### config.mk
export PLATFORM = sky130hd
export DESIGN_NAME = axi_read_responder
export DESIGN_NICKNAME = d
export VERILOG_FILES = /design/src/rtl/axi_read_responder.sv
export SDC_FILE = /design/constraint.sdc
export NUM_CORES = 1
export LEC_CHECK = 0
export CAP_MARGIN = 30
export CELL_PAD_IN_SITES_DETAIL_PLACEMENT = 1
export CELL_PAD_IN_SITES_GLOBAL_PLACEMENT = 1
export CORE_ASPECT_RATIO = 1.1
export CORE_UTILIZATION = 35
export CTS_CLUSTER_DIAMETER = 100
export CTS_CLUSTER_SIZE = 30
export DETAILED_ROUTE_END_ITERATION = 8
export DONT_BUFFER_PORTS = 1
export PLACE_DENSITY_LB_ADDON = 0.1
export SYNTH_ARGS = -nofsm -noshare
export SYNTH_HDL_FRONTEND = slang
export SYNTH_SLANG_ARGS = --single-unit
### constraint.sdc
create_clock -name clk -period 2.75 [get_ports clk]
set_clock_uncertainty 0.05 [all_clocks]
set_input_delay 0.55 -clock clk [delete_from_list [all_inputs] [get_ports clk]]
set_output_delay 0.55 -clock clk [all_outputs]
set_load 0.005 [all_outputs]
### src/rtl/axi_read_responder.sv
// axi_read_responder: AXI4 read-only slave serving single-beat-at-a-time bursts from a synchronous BRAM
module axi_read_responder #(
    parameter int ADDR_W = 12
) (
    input  logic              clk,
    input  logic              rstn,
    input  logic [28:0]       araddr,
    input  logic [1:0]        arburst,
    input  logic [7:0]        arlen,
    input  logic [2:0]        arsize,
    input  logic [3:0]        arid,
    input  logic              arvalid,
    output logic              arready,
    output logic [31:0]       rdata,
    output logic [3:0]        rid,
    output logic [1:0]        rresp,
    output logic              rlast,
    output logic              rvalid,
    input  logic              rready,
    output logic              bram_en,
    output logic [ADDR_W-1:0] bram_addr,
    input  logic [31:0]       bram_rdata
);
    typedef enum logic [1:0] {IDLE, ISSUE, WAIT, RESP} state_t;
    state_t              r_state;
    logic [26:0]         r_ptr;
    logic [7:0]          r_cnt;
    logic [7:0]          r_len;
    logic [1:0]          r_burst;
    logic [3:0]          r_id;
    logic                r_slv;
    logic [31:0]         r_rdata;
    logic [1:0]          r_rresp;
    logic                r_rlast;
    logic                r_rvalid;
    logic                r_bram_en;
    logic [ADDR_W-1:0]   r_bram_addr;
    logic [26:0]         w_ptr_n;
    logic                w_slv_n;
    logic                w_dec_n;
    logic                w_dec;

    // Next word pointer: the AR address when accepting, else advanced per burst type (mod 2^27)
    assign w_ptr_n = (r_state == IDLE) ? araddr[28:2] : ((r_burst == 2'b01) ? r_ptr + 27'd1 : r_ptr);
    assign w_slv_n = (r_state == IDLE) ? (arsize != 3'b010 || arburst[1]) : r_slv;
    assign w_dec_n = (w_ptr_n >> ADDR_W) != 27'd0;
    assign w_dec   = (r_ptr >> ADDR_W) != 27'd0;

    assign arready   = (r_state == IDLE);
    assign rdata     = r_rdata;
    assign rid       = r_id;
    assign rresp     = r_rresp;
    assign rlast     = r_rlast;
    assign rvalid    = r_rvalid;
    assign bram_en   = r_bram_en;
    assign bram_addr = r_bram_addr;

    // Transaction FSM: IDLE -> ISSUE (BRAM read) -> WAIT (BRAM latency) -> RESP (hold beat until rready)
    always_ff @(posedge clk or negedge rstn) begin
        if (!rstn) begin
            r_state     <= IDLE;
            r_ptr       <= '0;
            r_cnt       <= '0;
            r_len       <= '0;
            r_burst     <= '0;
            r_id        <= '0;
            r_slv       <= 1'b0;
            r_rdata     <= '0;
            r_rresp     <= '0;
            r_rlast     <= 1'b0;
            r_rvalid    <= 1'b0;
            r_bram_en   <= 1'b0;
            r_bram_addr <= '0;
        end else begin
            case (r_state)
                IDLE: if (arvalid) begin
                    r_id        <= arid;
                    r_len       <= arlen;
                    r_burst     <= arburst;
                    r_slv       <= w_slv_n;
                    r_ptr       <= w_ptr_n;
                    r_cnt       <= '0;
                    r_bram_en   <= !(w_slv_n || w_dec_n);
                    r_bram_addr <= w_ptr_n[ADDR_W-1:0];
                    r_state     <= ISSUE;
                end
                ISSUE: begin
                    r_bram_en <= 1'b0;
                    r_state   <= WAIT;
                end
                WAIT: begin
                    r_rdata  <= (r_slv || w_dec) ? 32'd0 : bram_rdata;
                    r_rresp  <= r_slv ? 2'b10 : (w_dec ? 2'b11 : 2'b00);
                    r_rlast  <= (r_cnt == r_len);
                    r_rvalid <= 1'b1;
                    r_state  <= RESP;
                end
                RESP: if (rready) begin
                    r_rvalid <= 1'b0;
                    r_rlast  <= 1'b0;
                    if (r_rlast) begin
                        r_state <= IDLE;
                    end else begin
                        r_cnt       <= r_cnt + 8'd1;
                        r_ptr       <= w_ptr_n;
                        r_bram_en   <= !(w_slv_n || w_dec_n);
                        r_bram_addr <= w_ptr_n[ADDR_W-1:0];
                        r_state     <= ISSUE;
                    end
                end
                default: r_state <= IDLE;
            endcase
        end
    end
endmodule

==> impl_metrics.py, run 1 <==
metrics = {
    "outcome": {
        "status": "completed",
    },
    "synth": {
        "seq_area_frac_synth": 0.461,
        "synth_nets": 638,
        "syn_area_sq_um": 4830,
        "synth_cell_types": 54,
        "synth-main-ff-cell": "dfrtp_1",
        "ys_warn_count": 0,
        "synth_edf_count": 0,
        "async_flop_share": 1.00,
        "synth-seq-cells": 89,
        "avgSynthCellArea_sq_um": 8.78,
        "syn_inst": 550,
    },
    "clock_network": {
        "path_clk_slew_ps": 70,
        "insertion_delay_ps": 350,
        "htreeDepth": 3,
        "cts_tree": "yes",
        "numCtsBuffers": 9,
        "clock-root-buffer": "clkbuf_16",
        "cts_setup_buffers": 0,
        "cts_buffer_depth": 2,
        "clock_sinks": 89,
    },
    "final_layout": {
        "layout.nets": 631,
        "antenna_cells": 0,
        "area_growth_pct": 10.8,
        "drive_gt1_frac": 0.128,
        "instances_no_fill": 731,
        "num-fill-cells": 1580,
    },
    "setup_path": {
        "crit_family": "compound AO/OA/AOI/OAI gates",
        "path_class": "reg -> reg",
        "slowest_stage": "dfrtp_1",
        "crit_required_ps": 2950,
        "cp_cell_sequence": "ha_1 -> and3_2 -> nand4_4 -> o31a_1 -> o31ai_2 -> o2111a_1 -> o2111ai_1 -> o41ai_2",
        "path_max_fanout": 9,
        "worst-path-buf-inv": 0,
        "end_kind": "register",
        "reg2reg_slack_ps": 190,
        "critPathLaunchType": "register",
        "slowest_delay_ps": 420,
        "cp.arrival_ps": 2760,
    },
    "routing": {
        "viasPerCell": 5.34,
        "wl_per_cell_um": 17.5,
        "ant_nets": 0,
        "drt_iter0_drc": 166,
        "drc_errors": 0,
        "dr.pass1.iters": 4,
        "via_count": 3900,
        "wl_mm": 12.8,
    },
    "grt": {
        "grt_max_degree": 90,
        "grt_pass1_wl_mm": 21.5,
        "grt_pass1_vias": 4158,
        "antenna_found_initial": 1,
        "grtUsageTotal": 0.193,
        "overflow": 0,
    },
    "timing": {
        "setup_viol": 0,
        "layout_min_cycle_time_ps": 2560,
        "worst_pin_slew_ps": 652,
        "hold_violations": 0,
        "setup_tns_ps": 0,
        "finalCritPeriodShare": 0.931,
        "slew_violations": 0,
        "rsz0062_at_grt": "false",
        "fmax_mhz": 390,
        "max-slew-margin-rel": 0.564,
    },
    "die": {
        "std_cell_rows": 44,
        "core_area_sq_um": 13300,
        "pin_count": 136,
        "floorplan.initialDensity": 0.363,
        "die_x_um": 114,
        "fp.dieH_um": 125,
        "die_area_sq_um": 14300,
    },
    "power": {
        "peakVddDrop_uv": 457,
        "power_density_nw_per_um2": 990,
        "leakage_nw": 2.23,
    },
    "placement": {
        "hpwl_mm": 9.17,
        "gp_congestion": 0.829,
        "portBuffers": 0,
        "placedCellCount": 715,
    },
    "flow_run": {
        "max-cap-violations": 0,
    },
    "min_path": {
        "worstHoldPathType": "in -> async",
    },
}
metrics by stage:
step	worst slack (ps)	area (sq um)	total power, mW	utilization	hold WS [ps]
after global placement	147	5030	4.02	0.378	208
after detailed placement	63.7	5030	4.11	0.378	207
after CTS	62.0	5350	5.37	0.401	85.7
final	189	5350	5.30	0.402	76.0
after global routing	12.1	5350	5.73	0.402	97.4
after floorplan	438	4830	3.49	-	204
placed cells by master (no fill, tap or decap), types with 5 or more instances in the layout:
cell type  Yosys  final
ha_1           6      5
nor2b_1        5      5
nand3_1       15     15
clkbuf_16      0      9
inv_1         41     41
buf_4         12     23
a22o_1         5      5
a22oi_1        5      5
nor2_1        29     29
mux2_2        18     18
dfrtp_1       89     89
xor2_1        15     15
nand4_1        7      7
a21oi_1       23     22
o21ai_0       91     90
nor4_1        11     11
nand2_1       75     74
nor3_1        13     13
cells in the mapped netlist, types with 6 or more instances:
cell type  number  area (sq um)
o21ai_0        91           455
dfrtp_1        89          2230
nand2_1        75           282
inv_1          41           154
nor2_1         29           109
clkbuf_1       25          93.8
a21oi_1        23           115
mux2_2         18           203
nand3_1        15          75.1
xor2_1         15           131
nor3_1         13          65.1
buf_4          12          90.1
nor4_1         11          68.8
nand4_1         7          43.8
ha_1            6          75.1
registers in the layout (all words and copies together) (netlist names):
register and flops:
r_cnt 8, r_slv 1, rvalid 1, bram_en 1
rdata 32, rid 4, rresp 2, r_len 8
r_burst 2, r_ptr 27, r_state 2, rlast 1
timing repair:
item	4_1_cts	5_1_grt
endpoints found under the setup margin	0	2
hold buffers	1	0
gates resized for setup	0	3
hold endpoints to repair	89	0
cell families after synthesis:
| family | count (synthesis) | share of synthesized area |
|---|---|---|
| DFF | 89 | 0.461 |
| buffers and inverters | 84 | 0.0775 |
| adders and majority gates | 6 | 0.0155 |
| AOI/OAI and AO/OA | 152 | 0.183 |
| xor gates and xnor gates | 18 | 0.0326 |
| and+or+nand+nor | 183 | 0.188 |
| muxes | 18 | 0.0420 |
report_power, final:
| part | internal (mW) | total (mW) | leakage [nW] | switching [mW] |
|---|---|---|---|---|
| clock network | 0.687 | 1.21 | 0.139 | 0.521 |
| registers | 1.64 | 2.02 | 1.16 | 0.384 |
| logic | 0.845 | 2.07 | 0.931 | 1.22 |
| total | 3.17 | 5.30 | 2.23 | 2.13 |
routing by layer:
layer	part of all wire	routed length [um]	up-vias	GRT usage
li1	-	-	1885	-
met1	0.46	5920	1867	0.251
met2	0.45	5730	127	0.300
met5	0.00078	10	-	0
met4	0.020	258	2	0.0833
met3	0.070	897	19	0.0524
path summary, 6_finish.rpt:
check / from / endpoint / depth (start not counted)
min in group clk: rready / rvalid / 1
min: rstn / r_ptr[24] / 1
max: r_ptr[1] / bram_en / 8
max in group asynchronous: rstn / rdata[20] / 1
max reg2reg: r_ptr[1] / bram_en / 8
min reg2reg: r_len[7] / r_len[7] / 1
layout make-up:
| class | count | area [sq um] | share of cell area |
|---|---|---|---|
| clock buffer | 14 | 274 | 0.0512 |
| sequential | 89 | 2230 | 0.416 |
| tap | 184 | 230 | 0.0430 |
| timing repair buffer | 25 | 220 | 0.0411 |
| clock inverter | 1 | 8.76 | 0.00164 |
| multi-input combinational | 377 | 2240 | 0.418 |
| inverter | 41 | 154 | 0.0288 |
Power figures use the tool's default switching activity.
==> inputs of run 2 (changes only) <==
==> constraint.sdc (replaced) <==
create_clock -name clk -period 3.05 [get_ports clk]
set_clock_uncertainty 0.05 [all_clocks]
set_input_delay 0.61 -clock clk [delete_from_list [all_inputs] [get_ports clk]]
set_output_delay 0.61 -clock clk [all_outputs]
set_load 0.005 [all_outputs]
==> impl_metrics.py, run 2 (synthesized netlist as in run 1, its figures left out) <==
metrics = {
    "placement": {
        "hpwl_mm": 8.99,
        "placedCellCount": 703,
        "gp_congestion": 0.778,
        "portBuffers": 0,
        "dp_slack_ps": 318,
    },
    "setup_path": {
        "slowest_delay_ps": 460,
        "crit_cells": 8,
        "r2r_cells": 8,
        "end_kind": "register",
        "worst-path-buf-inv": 0,
        "crit_family": "simple AND/OR/NAND/NOR gates",
        "path_max_fanout": 7,
        "slowest_stage": "dfrtp_1",
        "crit_required_ps": 3240,
        "cp.arrival_ps": 2920,
        "path_class": "reg -> reg",
        "critPathLaunchType": "register",
        "cp_cell_sequence": "ha_1 -> and3_1 -> nand2_1 -> nor3b_1 -> xor2_1 -> o21ai_0 -> o2111ai_1 -> o41ai_2",
    },
    "clock_network": {
        "clock-root-buffer": "clkbuf_16",
        "cts_buffer_depth": 2,
        "insertion_delay_ps": 340,
        "clock_sinks": 89,
        "path_clk_slew_ps": 70,
        "numCtsBuffers": 9,
        "cts_tree": "yes",
        "htreeDepth": 3,
        "postCtsResizedCells": 0,
    },
    "routing": {
        "wl_mm": 12.7,
        "drt_iter0_drc": 127,
        "via_count": 3894,
        "viasPerCell": 5.41,
        "drc_errors": 0,
        "dr.pass1.iters": 4,
        "ant_nets": 0,
        "wl_per_cell_um": 17.7,
    },
    "final_layout": {
        "area_growth_pct": 9.51,
        "layout_commonest_cell": "o21ai_0",
        "instances_no_fill": 720,
        "mostFrequentLayoutCells": "o21ai_0 (90), dfrtp_1 (89), nand2_1 (75), inv_1 (41), nor2_1 (29)",
        "layout.nets": 619,
        "antenna_cells": 0,
        "drive_gt1_frac": 0.108,
        "largest_reg_flops": 32,
    },
    "timing": {
        "finalWorstSetupSlack_ps": 320,
        "worst_pin_slew_ps": 661,
        "finalCritPeriodShare": 0.895,
        "setup_tns_ps": 0,
        "max-slew-margin-rel": 0.558,
        "rsz0062_at_grt": "false",
        "slew_violations": 0,
        "setup_viol": 0,
        "layout_min_cycle_time_ps": 2730,
        "hold_violations": 0,
        "fmax_mhz": 366,
    },
    "grt": {
        "grtUsageTotal": 0.185,
        "antenna_found_initial": 1,
        "overflow": 0,
        "grt_max_degree": 90,
        "grt_pass1_vias": 4004,
        "grt_pass1_wl_mm": 20.8,
    },
    "power": {
        "peakVddDrop_uv": 373,
        "leakage_nw": 2.18,
        "power_density_nw_per_um2": 908,
    },
    "outcome": {
        "status": "completed",
    },
    "flow_run": {
        "max-cap-violations": 0,
    },
    "die": {
        "floorplan.initialDensity": 0.363,
        "pin_count": 136,
        "std_cell_rows": 44,
        "die_x_um": 114,
        "fp.dieH_um": 125,
        "core_area_sq_um": 13300,
        "die_area_sq_um": 14300,
    },
    "min_path": {
        "worstHoldPathType": "in -> async",
    },
}
[run 2: worst paths after layout]
kind                          start   endpoint  slack [ps]
setup / recovery           r_ptr[0]    bram_en         320
hold / removal                 rstn   rdata[6]         120
setup reg to reg           r_ptr[0]    bram_en         320
hold reg to reg            r_len[7]   r_len[7]         480
max in group asynchronous      rstn  r_ptr[10]        2430
min in group clk             rready     rvalid         320
[run 2: worst register-to-register path, cell delays in order (launching register included)]
cell and delay, ps:
dfrtp_1 460, ha_1 250, and3_1 360, nand2_1 250, nor3b_1 460, xor2_1 110, o21ai_0 180, o2111ai_1 200
o41ai_2 300
[run 2: final cells by class]
class	count	area, sq um
timing repair buffer	13	118
sequential	89	2230
clock buffer	9	225
tap	184	230
fill	1575	8030
clock inverter	7	104
multi-input combinational	377	2230
inverter	41	154
[run 2: per-layer routing]
metal | part of all wire | GRT usage
met1 | 0.46 | 0.245
met2 | 0.45 | 0.290
met3 | 0.069 | 0.0475
met4 | 0.017 | 0.0672
met5 | 0.0013 | 0
[run 2: through the flow]
step           instance area [sq um]  utilization  hold WS, ps  total power [mW]
2_1_floorplan                   4830            -          264              3.14
3_3_place_gp                    4930        0.370          268              3.52
3_5_place_dp                    4930        0.370          268              3.60
4_1_cts                         5290        0.397          151              4.88
5_1_grt                         5290        0.397          154              5.20
6_report                        5290        0.397          120              4.80
[run 2: power by group]
| part | switching (mW) | internal (mW) |
|---|---|---|
| Combinational | 1.02 | 0.676 |
| Clock | 0.494 | 0.726 |
| Sequential | 0.411 | 1.48 |
[run 2: repair_timing]
item | CTS | global route
endpoints found under the hold margin | 89 | 0
hold buffers | 1 | 0
buffers inserted | 0 | 0
